File: src/rtl/ahb_irq_ctrl.sv
// AHB-Lite interrupt controller: synchronise, qualify, latch, mask and prioritise NSRC sources.
// Latency: src_in rise to PENDING in SYNC_STAGES+1 edges; PENDING/ENABLE to irq_vec/irq_o combinational.
// Backpressure: none, the slave is zero-wait (hready=1, hresp=OKAY); unmapped offsets read 0 and drop writes.
//
// Ports:
//   hclk, hresetn            clock, asynchronous active-low reset
//   hsel..hready_in          AHB-Lite slave request (hburst ignored, every beat is a single)
//   hready, hrdata, hresp    AHB-Lite slave response
//   src_in                   raw asynchronous interrupt sources, active-high
//   irq_vec, irq_o           masked pending vector and its OR, to the core's irq inputs
//
// Register map (byte offset, decoded on haddr[4:2]):
//   0x00 PENDING R/W1C, 0x04 ENABLE RW, 0x08 MODE RW (1=edge, 0=level),
//   0x0C ACTIVE RO (pending & enable), 0x10 ID RO (1 + lowest active index, 0 if none)
module ahb_irq_ctrl #(
   parameter int NSRC        = 8,
   parameter int SYNC_STAGES = 2
) (
   input  logic            hclk,
   input  logic            hresetn,
   input  logic            hsel,
   input  logic [31:0]     haddr,
   input  logic [1:0]      htrans,
   input  logic            hwrite,
   input  logic [2:0]      hsize,
   input  logic [2:0]      hburst,
   input  logic [31:0]     hwdata,
   input  logic            hready_in,
   output logic            hready,
   output logic [31:0]     hrdata,
   output logic [1:0]      hresp,
   input  logic [NSRC-1:0] src_in,
   output logic [NSRC-1:0] irq_vec,
   output logic            irq_o
);

   localparam logic [2:0] OFF_PENDING = 3'd0;
   localparam logic [2:0] OFF_ENABLE  = 3'd1;
   localparam logic [2:0] OFF_MODE    = 3'd2;
   localparam logic [2:0] OFF_ACTIVE  = 3'd3;
   localparam logic [2:0] OFF_ID      = 3'd4;

   // Source path
   logic [SYNC_STAGES-1:0][NSRC-1:0] sync_q;
   logic [NSRC-1:0] src_sync;
   logic [NSRC-1:0] src_dly;
   logic [NSRC-1:0] src_rise;

   // Register file
   logic [NSRC-1:0] pending_q;
   logic [NSRC-1:0] pending_d;
   logic [NSRC-1:0] enable_q;
   logic [NSRC-1:0] mode_q;
   logic [NSRC-1:0] active;
   logic [NSRC-1:0] w1c;
   logic [4:0]      irq_id;

   // Bus pipeline
   logic        addr_vld;
   logic        dp_vld_q;
   logic        dp_write_q;
   logic        dp_word_q;
   logic [2:0]  dp_addr_q;
   logic        wr_en;
   logic [31:0] rd_word;

   // Bus fields that carry no information for this slave.
   logic unused_ok;
   assign unused_ok = ^{hburst, haddr[31:5], haddr[1:0], htrans[0], hwdata[31:NSRC]};

   assign hready = 1'b1;
   assign hresp  = 2'b00;

   // ------------------------------------------------------------------
   // Synchroniser chain plus one delay flop for rising-edge detection.
   // ------------------------------------------------------------------
   always_ff @(posedge hclk or negedge hresetn) begin
      if (!hresetn) begin
         sync_q  <= '0;
         src_dly <= '0;
      end else begin
         sync_q  <= {sync_q[SYNC_STAGES-2:0], src_in};
         src_dly <= src_sync;
      end
   end

   assign src_sync = sync_q[SYNC_STAGES-1];
   assign src_rise = src_sync & ~src_dly;

   // ------------------------------------------------------------------
   // Address phase latch. NONSEQ and SEQ both qualify; BUSY/IDLE do not.
   // ------------------------------------------------------------------
   assign addr_vld = hsel & hready_in & htrans[1];

   always_ff @(posedge hclk or negedge hresetn) begin
      if (!hresetn) begin
         dp_vld_q   <= 1'b0;
         dp_write_q <= 1'b0;
         dp_word_q  <= 1'b0;
         dp_addr_q  <= 3'd0;
      end else begin
         dp_vld_q <= addr_vld;
         if (addr_vld) begin
            dp_write_q <= hwrite;
            dp_addr_q  <= haddr[4:2];
            dp_word_q  <= (hsize == 3'b010);
         end
      end
   end

   // Writes commit at the end of the data phase; sub-word writes are dropped.
   assign wr_en = dp_vld_q & dp_write_q & dp_word_q;
   assign w1c   = (wr_en && dp_addr_q == OFF_PENDING) ? hwdata[NSRC-1:0] : '0;

   // Edge bits: a new rise wins over a same-cycle W1C of that bit.
   // Level bits: track the synchronised input, so W1C has no lasting effect
   // and a switch from edge to level overwrites pending one edge later.
   assign pending_d = (mode_q & (src_rise | (pending_q & ~w1c)))
                    | (~mode_q & src_sync);

   always_ff @(posedge hclk or negedge hresetn) begin
      if (!hresetn) begin
         pending_q <= '0;
         enable_q  <= '0;
         mode_q    <= '0;
      end else begin
         pending_q <= pending_d;
         if (wr_en && dp_addr_q == OFF_ENABLE) begin
            enable_q <= hwdata[NSRC-1:0];
         end
         if (wr_en && dp_addr_q == OFF_MODE) begin
            mode_q <= hwdata[NSRC-1:0];
         end
      end
   end

   // ------------------------------------------------------------------
   // Masking and priority: lowest-numbered active source wins.
   // ------------------------------------------------------------------
   assign active  = pending_q & enable_q;
   assign irq_vec = active;
   assign irq_o   = |active;

   always_comb begin
      irq_id = 5'd0;
      for (int i = NSRC - 1; i >= 0; i--) begin
         if (active[i]) begin
            irq_id = 5'(i + 1);
         end
      end
   end

   // ------------------------------------------------------------------
   // Read data. Built from flops only, so a read whose address phase
   // overlaps a write's data phase already sees the written value.
   // ------------------------------------------------------------------
   always_comb begin
      rd_word = '0;
      case (dp_addr_q)
         OFF_PENDING: rd_word[NSRC-1:0] = pending_q;
         OFF_ENABLE:  rd_word[NSRC-1:0] = enable_q;
         OFF_MODE:    rd_word[NSRC-1:0] = mode_q;
         OFF_ACTIVE:  rd_word[NSRC-1:0] = active;
         OFF_ID:      rd_word[4:0]      = irq_id;
         default:     rd_word           = '0;
      endcase
   end

   assign hrdata = (dp_vld_q && !dp_write_q) ? rd_word : 32'd0;

endmodule

File: config.mk
export PLATFORM = sky130hd
export DESIGN_NAME = ahb_irq_ctrl
export DESIGN_NICKNAME = d
export VERILOG_FILES = /design/src/rtl/ahb_irq_ctrl.sv
export SDC_FILE = /design/constraint.sdc
export NUM_CORES = 1
export LEC_CHECK = 0
export CAP_MARGIN = 10
export CORE_AREA = 2 2 79 97
export DETAILED_ROUTE_END_ITERATION = 8
export DIE_AREA = 0 0 81 99
export PLACE_DENSITY = 0.8
export REMOVE_ABC_BUFFERS = 1
export SLEW_MARGIN = 20
export SYNTH_ARGS = -nofsm -noshare
export SYNTH_HDL_FRONTEND = slang
export SYNTH_SLANG_ARGS = --single-unit
File: constraint.sdc
create_clock -name hclk -period 1.55 [get_ports hclk]
set_clock_uncertainty 0.1 [all_clocks]
set_input_delay 0.3875 -clock hclk [delete_from_list [all_inputs] [get_ports hclk]]
set_output_delay 0.3875 -clock hclk [all_outputs]
set_load 0.01 [all_outputs]
## Word-level counts from Yosys, hierarchy flattened

Index checks and enable logic that the tools add are counted.
Widths: inputs -> output; s select.

- Equal/unequal tests: 5
- Muxes and demuxes: 12
- Bitwise gates (word level): 14
- Reduce and logical (&&, ||, !) cells: 7

Operators with widths:

| kind | number |
|---|---|
| $and 8x8->8 | 5 |
| $mux 5 | 7 |
| $pmux 5 s5 | 1 |
| $not 8->8 | 3 |
| $mux 8 | 2 |
| $or 8x8->8 | 2 |
| $pmux 3 s4 | 1 |
| $eq 3x2->1 const B | 3 |
| $reduce_or 8->1 | 1 |
| $and 1x1->1 | 4 |
| $logic_and 1x1->1 | 4 |
| $mux 4 | 1 |
| $eq 3x1->1 const B | 1 |
| $eq 3x3->1 const B | 1 |
| $logic_not 3->1 | 1 |
| $logic_not 1->1 | 1 |

- Register bits after elaboration: 54
- Input bits: 85
- Output and inout port bits: 44
- Word-level logic and storage cells: 48

## Logic depth before layout (Yosys ltp)

Gate-level depths: netlist of run 1.

- Depth after elaboration: 11
- Gate-level depth with buffers: 5
- Mapped depth without buffers: 4

## Worst setup path before layout of run 1

No wires, ideal clock.

- Path kind: register to output
- Start: register dp_addr_q[1]
- End: output hrdata[4]
- Arrival: 1.240 ns
- Data required time: 1.062 ns
- Path slack: -0.178 ns
- Cell stages (with the launch flop): 5
- Buffers on the path: 0
- Path through: dfrtp_1 or2_4 nand2_1 nand3b_2 nor4_2

- Longest elaborated chain between the ends: 3
- Elaborated cells on any way between the ends: 7
- Classes of those cells: eq/ne (4); mux (2); reduce/logical (1)

Ends and longest elaborated chain:

| item | RTL line | RTL |
|---|---|---|
| from (decl) | 63 | `logic [2:0] dp_addr_q;` |
| from (signal assigned) | 105 | `dp_addr_q <= haddr[4:2];` |
| $eq 3x3->1, or another cell as far along | 159 | `case (dp_addr_q)` |
| $pmux 5 s5 (*) | 159 |  |
| $mux 8 (*) | 169 | `assign hrdata = (dp_vld_q && !dp_write_q) ? rd_word : 32'd0;` |
| to (decl) | 30 | `output logic [31:0] hrdata,` |

Mark *: on every way between the ends. The rest lies on a longest branch, timed or not.

## Worst setup path after layout of run 1

Same ends and word-level chain as after synthesis.

==> results of run 1 <==
## placed cells by master (no fill, tap or decap), types with 5 or more instances in the layout
master	netlist	layout
a21oi_2	0	5
a32o_1	8	8
buf_2	1	10
buf_4	27	46
buf_6	3	32
clkbuf_8	0	5
clkdlybuf4s50_1	0	26
conb_1	2	27
dfrtp_1	54	49
dfrtp_2	0	5
mux2_4	12	13
nand2_1	28	18
nand2_2	1	8
## routing by layer
layer	vias to the layer above	part of all wire, %	GRT usage [%]
met5	-	0	0
met4	0	2.6	7.823
met3	17	5.1	4.029
met2	71	54	30.39
met1	1035	38	20.81
li1	918	-	-
## final timing paths
check | end | start | slack, ns
setup / recovery | hrdata[4] | dp_addr_q[1] | -0.69
max in group asynchronous | enable_q[4] | hresetn | 0.61
hold / removal | src_sync[4] | sync_q[4] | 0.26
setup reg to reg | enable_q[5] | dp_addr_q[2] | -0.28
min in group asynchronous | sync_q[7] | hresetn | 0.48
hold reg to reg | src_sync[4] | sync_q[4] | 0.26
## synth_stat cells (2+ instances only)
| master | count |
|---|---|
| dfrtp_1 | 54 |
| nand2_1 | 28 |
| buf_4 | 27 |
| mux2_4 | 12 |
| inv_1 | 9 |
| a32o_1 | 8 |
| a21oi_1 | 6 |
| and2_1 | 5 |
| mux2_2 | 5 |
| nor2_1 | 5 |
| o21ai_0 | 4 |
| o22ai_1 | 4 |
| buf_6 | 3 |
| nand3b_1 | 3 |
| o221ai_1 | 3 |
| a211oi_1 | 2 |
| a31oi_1 | 2 |
| and3_1 | 2 |
| conb_1 | 2 |
| mux2i_1 | 2 |
| nand2b_1 | 2 |
| nand3_1 | 2 |
| nand4_1 | 2 |
| nor2_8 | 2 |
## critical path, stage by stage (launching register included)
cell      delay, ns
dfrtp_2        0.50
buf_12         0.16
nand2b_4       0.11
buf_6          0.14
o22ai_1        0.11
nor4_4         0.24
buf_2          0.17
## timing repair
action / in CTS / in global routing
pin swaps: 21 / 16
resized for setup: 143 / 29
setup buffers: 23 / 11
hold endpoints to repair: 54 / 0
setup endpoints to repair: 38 / 41
hold buffers: 1 / 0
gates cloned: 1 / 0
## state kept, by name, indices dropped and copies added (netlist names)
signal / flops
dp_addr_q: 3
dp_vld_q: 1
dp_word_q: 1
dp_write_q: 1
enable_q: 8
mode_q: 8
pending_q: 8
src_dly: 8
src_sync: 8
sync_q: 8
## layout make-up
type	count	share of cell area (%)
Clock inverter	3	1.035
Multi-Input combinational cell	140	30.56
Tap cell	90	2.911
Inverter	9	1.067
Timing Repair Buffer	117	27.55
Sequential cell	54	35.09
Clock buffer	5	1.779
## power groups by stage
stage	clock [mW]	combinational, mW	sequential [mW]
final	0.942	1.02	1.57
after global routing	1.01	1.08	1.58
after global placement	0	0.639	1.58
after floorplan	0	0.274	1.59
after CTS	0.937	0.907	1.56
after detailed placement	0	0.656	1.59
## per-stage QoR
stage          TNS [ns]  setup WS, ns
2_1_floorplan    -2.716       -0.2993
3_3_place_gp     -8.906       -0.7161
3_5_place_dp     -9.977       -0.7862
4_1_cts          -13.61       -0.6196
5_1_grt          -13.72       -0.7356
6_report         -11.87       -0.6879
## cells by family after synthesis
family / Yosys count / synth area share, %
mux: 19 / 10.29
simple gates: 59 / 13.95
other cells: 2 / 0.3012
flops: 54 / 54.19
buf+inv: 40 / 11.04
compound gates: 35 / 10.24
==> impl_metrics.json, run 1 <==
{
  "post-place-cells": 383,
  "min_path_type": "flip-flop to flip-flop",
  "portBuffers": 44,
  "dieWidth_um": 81,
  "core.rowCount": 34,
  "syn_to_final_growth_pct": 55.14,
  "via_count": 2041,
  "die_h_um": 99,
  "synth-edff-count": 0,
  "seq_area_frac_synth_pct": 54.19,
  "worstPathArrival_ns": 1.75,
  "synth_top_area_share_pct": 54.19,
  "r2r_cells": 6,
  "firstDrtPassIters": 4,
  "grt_setup_unrepaired": "true",
  "cp-start-kind": "flip-flop",
  "cts_buffer_depth": 2,
  "grt_pass1_vias": 2150,
  "violations": "negative setup slack",
  "maxCapViolations": 0,
  "hold_viol_final": 0,
  "synth_cells": 209,
  "crit_type": "flip-flop to output port",
  "fin_util_pct": 54.78,
  "die_area_mm2": 0.008019,
  "wl_per_cell_um": 16.66,
  "finalWorstSetupSlack_ns": -0.6879,
  "max_freq_mhz": 446.9,
  "p_int_mw": 2.519,
  "synthArstFlopShare_pct": 100.0,
  "synthDistinctLibCells": 39,
  "yosys.area.top_type": "dfrtp_1",
  "p_total_mw": 3.536,
  "whs_path_depth": 0,
  "cts_htree_levels": 2,
  "grt_pass1_wl_mm": 10.70,
  "drc": 0,
  "grt_max_degree": 55,
  "routed_wl_mm": 6.965,
  "dpl_cell_area_mm2": 0.003252,
  "outcome": "finished, violations left",
  "layout_min_cycle_time_ns": 2.238,
  "finalSetupViolCount": 41,
  "fp.coreArea_mm2": 0.007062,
  "routabilityCongestion": 0.9496,
  "drtAntennaViolNets": 0,
  "synthTopCellsByArea": "dfrtp_1 54%, buf_4 8.1%, mux2_4 7.2%",
  "cts_made_buffers": 5,
  "seqCellArea_mm2": 0.001358,
  "netlist_area_mm2": 0.002494,
  "cts_sinks": 54,
  "layoutNonFillerInstCount": 418,
  "clkTransAtPathRegs_ns": 0.10,
  "cts_root_buf": "clkbuf_8",
  "p_leak_nw": 1.834,
  "powerDensity_mw_per_mm2": 914.0,
  "syn_area_per_cell_um2": 11.93,
  "holdWs_ns": 0.2570,
  "synth_seq_cells": 54,
  "p_seq_share_pct": 44.5,
  "drtIter0Drc": 120,
  "io_pins": 129,
  "ys.flop_type": "dfrtp_1",
  "grt.overflow.total": 0,
  "cts_tree": "built",
  "viasPerCell": 4.883,
  "drive_gt1_share_pct": 52.44,
  "comb_power_share_pct": 28.8,
  "multi_input_area_mm2": 0.001182,
  "fillers": 553,
  "final_area_mm2": 0.003869,
  "finalMaxSlewViolations": 0,
  "critPathCaptureType": "output port",
  "ys_warn_count": 0,
  "path_max_fanout": 6,
  "antennaDiodeCount": 0,
  "clock_latency_ns": 0.32,
  "swShare_pct": 28.76,
  "layout.nets": 412,
  "required_ns": 1.06,
  "antenna_found_initial": 0,
  "start_util_pct": 35.31,
  "fin_crit_sh_pct": 144.4,
  "hpwl_mm": 4.141,
  "vdd_drop_max_mv": 0.5064,
  "p_sw_mw": 1.017,
  "power_frac_clock_pct": 26.7,
  "grt.total_usage_pct": 17.71
}
Power figures use the tool's default switching activity.
==> run 2, diff against run 1 <==
==> constraint.sdc (replaced) <==
create_clock -name hclk -period 1.55 [get_ports hclk]
set_clock_uncertainty 0.1 [all_clocks]
set_input_delay 0.31 -clock hclk [delete_from_list [all_inputs] [get_ports hclk]]
set_output_delay 0.31 -clock hclk [all_outputs]
set_load 0.01 [all_outputs]
==> run 2 against run 1 <==
Effect of this change: the flow still finishes with violations (negative setup slack); sequential power hardly changed; sequential share of layout area hardly changed; die area stayed put; register-to-register slack better by 0.05 ns; utilization hardly changed; global-route usage is 0.47 points lower; via count is 0.20% higher; combinational power hardly changed; count of clock-buffer cells in the layout is 1 higher; critical path type unchanged; largest power group unchanged.
==> impl_metrics.json, run 2 (synthesis gave the netlist of run 1 again) <==
{
  "viasPerCell": 4.881,
  "critPathCaptureType": "output port",
  "core.rowCount": 34,
  "holdPathEnd": "src_sync[2]",
  "max_freq_mhz": 468.1,
  "fillers": 579,
  "outcome": "finished, violations left",
  "wl_per_cell_um": 17.09,
  "start_util_pct": 35.31,
  "seqCellArea_mm2": 0.001358,
  "drtIter0Drc": 167,
  "antennaDiodeCount": 0,
  "drtAntennaViolNets": 0,
  "drive_gt1_share_pct": 54.41,
  "io_pins": 129,
  "syn_to_final_growth_pct": 55.04,
  "via_count": 2045,
  "final_cell_mix": "49 x dfrtp_1, 44 x buf_4, 35 x buf_6",
  "die_h_um": 99,
  "finalSetupViolCount": 37,
  "finalMaxSlewViolations": 0,
  "grt_max_degree": 55,
  "maxCapViolations": 0,
  "hold_viol_final": 0,
  "critPathMaxStageDelay_ns": 0.47,
  "worstPathArrival_ns": 1.73,
  "rr_endpoint": "enable_q[6]",
  "grt_pass1_vias": 2141,
  "cts_sinks": 54,
  "r2r_slack_ns": -0.23,
  "cts_buffer_depth": 2,
  "fin_crit_sh_pct": 137.8,
  "slowest_stage": "dfrtp_2",
  "r2r-start": "dp_addr_q[2]",
  "pre_cts_slack_ns": -0.7021,
  "cts_root_buf": "clkbuf_8",
  "finalWorstSetupSlack_ns": -0.5864,
  "crit_family": "compound AO/OA/AOI/OAI gates",
  "multi_input_area_mm2": 0.001190,
  "layout.nets": 413,
  "path_max_fanout": 5,
  "final_area_mm2": 0.003866,
  "cp-start-kind": "flip-flop",
  "crit_type": "flip-flop to output port",
  "firstDrtPassIters": 4,
  "dieWidth_um": 81,
  "antenna_found_initial": 0,
  "hpwl_mm": 4.138,
  "portBuffers": 44,
  "routabilityCongestion": 0.9497,
  "powerDensity_mw_per_mm2": 883.2,
  "cts_tree": "built",
  "routed_wl_mm": 7.159,
  "grt_setup_unrepaired": "true",
  "final_common_cell": "dfrtp_1",
  "violations": "negative setup slack",
  "dpl_cell_area_mm2": 0.003252,
  "crit_chain": "buf_6 > and2_4 > o21ai_1 > a31o_1 > a31oi_2 > buf_2",
  "grt.total_usage_pct": 17.23,
  "cts_htree_levels": 2,
  "drc": 0,
  "clock_latency_ns": 0.31,
  "r2r_cells": 6,
  "cts_made_buffers": 5,
  "p_total_mw": 3.415,
  "whs_path_depth": 0,
  "clkTransAtPathRegs_ns": 0.09,
  "p_leak_nw": 1.832,
  "vdd_drop_max_mv": 0.5115,
  "min_path_type": "flip-flop to flip-flop",
  "required_ns": 1.14,
  "critPathBufInv": 2,
  "grt.overflow.total": 0,
  "fin_util_pct": 54.75,
  "min-delay-start": "sync_q[2]",
  "die_area_mm2": 0.008019,
  "grt_pass1_wl_mm": 10.43,
  "layout_min_cycle_time_ns": 2.136,
  "fp.coreArea_mm2": 0.007062
}
[run 2: final cells by class]
type | count | area share [%]
sequential | 54 | 35.11
multi-input combinational | 140 | 30.78
timing repair buffer | 118 | 27.67
tap | 90 | 2.913
clock buffer | 6 | 2.136
inverter | 9 | 1.068
clock inverter | 2 | 0.3236
[run 2: how the worst max path moves through the flow]
stage / from / endpoint / slack [ns] / cells after the start
finish: dp_addr_q[0] / hrdata[0] / -0.59 / 6
global route: dp_addr_q[1] / hrdata[0] / -0.64 / 5
CTS: pending_q[5] / hrdata[0] / -0.53 / 5
detailed placement: dp_addr_q[0] / hrdata[4] / -0.70 / 5
global placement: dp_addr_q[1] / hrdata[4] / -0.64 / 5
floorplan: dp_addr_q[0] / hrdata[4] / -0.22 / 4
[run 2: repair_timing]
item                                   CTS  global route
setup endpoints to repair               38            41
pin swaps                               19            30
endpoints found under the hold margin   54             0
gates resized for setup                132            44
buffers inserted                        16            17
hold buffers                             1             0
[run 2: layer usage]
layer / GRT usage, % / share of wire, %
met1: 19.57 / 37
met2: 29.82 / 54
met3: 4.029 / 5.8
met4: 8.475 / 3.0
met5: 0 / 0
[run 2: power breakdown]
part           switching (mW)  internal, mW
Sequential             0.0794          1.50
Clock                   0.466         0.360
Combinational           0.474         0.538
Total                    1.02          2.40
[run 2: stage by stage]
step                      cells  TNS (ns)  hold slack, ns
final                       419    -8.674          0.2558
after global routing        419    -10.89          0.2659
after CTS                   406    -6.458          0.2578
after detailed placement    383    -8.105          0.2219
after global placement      383    -7.298          0.2182
after floorplan             203    -2.096        -0.08559
==> run 3, diff against run 2 <==
--- a/config.mk
+++ b/config.mk
@@ -5,13 +5,11 @@
 export SDC_FILE = /design/constraint.sdc
 export NUM_CORES = 1
 export LEC_CHECK = 0
-export CAP_MARGIN = 10
 export CORE_AREA = 2 2 79 97
 export DETAILED_ROUTE_END_ITERATION = 8
 export DIE_AREA = 0 0 81 99
 export PLACE_DENSITY = 0.8
 export REMOVE_ABC_BUFFERS = 1
-export SLEW_MARGIN = 20
 export SYNTH_ARGS = -nofsm -noshare
 export SYNTH_HDL_FRONTEND = slang
 export SYNTH_SLANG_ARGS = --single-unit
==> constraint.sdc (replaced) <==
create_clock -name hclk -period 1.55 [get_ports hclk]
set_clock_uncertainty 0.1 [all_clocks]
set_input_delay 0.155 -clock hclk [delete_from_list [all_inputs] [get_ports hclk]]
set_output_delay 0.155 -clock hclk [all_outputs]
set_load 0.01 [all_outputs]
==> run 3 against run 2 <==
Effect of this change: critical path type unchanged; worst setup slack gained 0.13 ns; combinational power is essentially flat; largest power group unchanged; total power grew 3.5%; the flow still finishes with violations (negative setup slack); via count shrank 2.8%; first-iteration DRC count shrank 4.2%; critical path depth is the same.
==> impl_metrics.json, run 3 (synthesis gave the netlist of run 1 again) <==
{
  "outcome": "finished, violations left",
  "violations": "negative setup slack",
  "cts_root_buf": "clkbuf_8",
  "final_common_cell": "buf_4",
  "routed_wl_mm": 6.764,
  "whs_path_depth": 1,
  "max_freq_mhz": 499.3,
  "grt_max_degree": 55,
  "firstDrtPassIters": 4,
  "hpwl_mm": 4.129,
  "min_path_type": "input pin to flip-flop",
  "final_area_mm2": 0.003826,
  "via_count": 1987,
  "grt_pass1_vias": 1999,
  "grt_setup_unrepaired": "true",
  "grt_util_met1_pct": 20.04,
  "critPathCaptureType": "output port",
  "rr_endpoint": "mode_q[7]",
  "vdd_drop_max_mv": 0.6822,
  "cts_made_buffers": 5,
  "dieWidth_um": 81,
  "cts_buffer_depth": 2,
  "p_leak_nw": 1.805,
  "maxCapViolations": 0,
  "r2r_cells": 6,
  "min-delay-start": "src_in[5]",
  "fp.coreArea_mm2": 0.007062,
  "seqCellArea_mm2": 0.001356,
  "cts_sinks": 54,
  "final_cell_mix": "60 x buf_4, 50 x dfrtp_1, 27 x conb_1",
  "worstPathArrival_ns": 1.75,
  "cts_htree_levels": 2,
  "drtAntennaViolNets": 0,
  "clock_latency_ns": 0.31,
  "grt.busiest_layer": "met2",
  "crit_chain": "buf_4 > buf_4 > a21oi_2 > o221ai_2 > a21oi_1 > buf_2",
  "portBuffers": 44,
  "start_util_pct": 35.31,
  "layout_min_cycle_time_ns": 2.003,
  "grt.total_usage_pct": 16.36,
  "required_ns": 1.29,
  "clkTransAtPathRegs_ns": 0.09,
  "slowest_stage": "dfrtp_2",
  "drtIter0Drc": 160,
  "finalSetupViolCount": 33,
  "layout.nets": 412,
  "grt_use_met3_pct": 3.114,
  "met2_usage_pct": 28.54,
  "holdPathEnd": "sync_q[5]",
  "p_total_mw": 3.535,
  "antennaDiodeCount": 0,
  "drc": 0,
  "pre_cts_slack_ns": -0.5445,
  "critPathMaxStageDelay_ns": 0.46,
  "die_area_mm2": 0.008019,
  "finalMaxSlewViolations": 0,
  "grt.overflow.total": 0,
  "routabilityCongestion": 0.9475,
  "finalWorstSetupSlack_ns": -0.4528,
  "grt_pass1_wl_mm": 9.915,
  "r2r_slack_ns": -0.25,
  "fin_crit_sh_pct": 129.2,
  "antenna_found_initial": 0,
  "syn_to_final_growth_pct": 53.44,
  "hold_viol_final": 0,
  "cts_tree": "built",
  "r2r-start": "dp_addr_q[0]",
  "holdWs_ns": 0.1758,
  "powerDensity_mw_per_mm2": 924.0,
  "wl_per_cell_um": 16.18,
  "cp_common_cell": "buf_4",
  "cp-start-kind": "flip-flop",
  "core.rowCount": 34,
  "io_pins": 129,
  "die_h_um": 99,
  "drive_gt1_share_pct": 51.22,
  "dpl_cell_area_mm2": 0.003267,
  "multi_input_area_mm2": 0.001205,
  "viasPerCell": 4.754,
  "fillers": 583,
  "crit_type": "flip-flop to output port",
  "path_max_fanout": 5
}
[run 3: cell types whose count changed in the layout (fill, tap and decap cells not counted), sizes merged]
cell / delta
buf: -8
clkdlybuf4s15: +4
clkbuf: +2
bufinv: +1
clkinv: -1
dlygate4sd2: +1
[run 3: stage by stage]
step                      std cells  util, %  setup TNS [ns]
after global placement          385    46.26          -5.393
after detailed placement        385    46.26          -6.173
after floorplan                 203        -          -1.130
after CTS                       410    51.54          -5.575
after global routing            418    54.18          -9.435
final                           418    54.18          -8.092
[run 3: cell type report]
type                       instances  area share [%]
clock inverter                     2          0.9810
timing repair buffer             117           26.29
inverter                           9          0.9483
sequential                        54           35.45
tap                               90           2.943
clock buffer                       6           1.897
multi-input combinational        140           31.49
[run 3: worst max-delay path by stage]
stage                      start           to  slack (ns)
finish              dp_addr_q[0]    hrdata[2]       -0.45
global route        dp_addr_q[0]    hrdata[2]       -0.47
CTS                 dp_addr_q[0]    hrdata[4]       -0.41
detailed placement  dp_addr_q[0]    hrdata[4]       -0.54
global placement    dp_addr_q[0]    hrdata[4]       -0.48
floorplan           dp_addr_q[2]  enable_q[0]       -0.16
[run 3: what timing repair did]
action,CTS,global route
hold buffers,1,0
setup buffers,17,10
setup endpoints to repair,39,41
resized for setup,96,38
pin swaps,18,30
endpoints found under the hold margin,54,0
[run 3: power breakdown]
part | leakage, nW | internal [mW] | switching (mW)
sequential | 0.650 | 1.50 | 0.0771
combinational | 1.10 | 0.550 | 0.480
clock | 0.0514 | 0.482 | 0.449
[run 3: worst max-delay path: cells and delay by family, from the launching register on]
family / cells / cell delay (ns)
AO/OA/AOI/OAI: 3 / 0.47
buffers and inverters: 3 / 0.49
flip-flops: 1 / 0.46
[run 3: per-layer routing]
metal	vias to the layer above	part of all wire, %
li1	912	-
met1	986	39
met2	74	54
met3	15	4.5
met4	0	2.6
met5	-	0
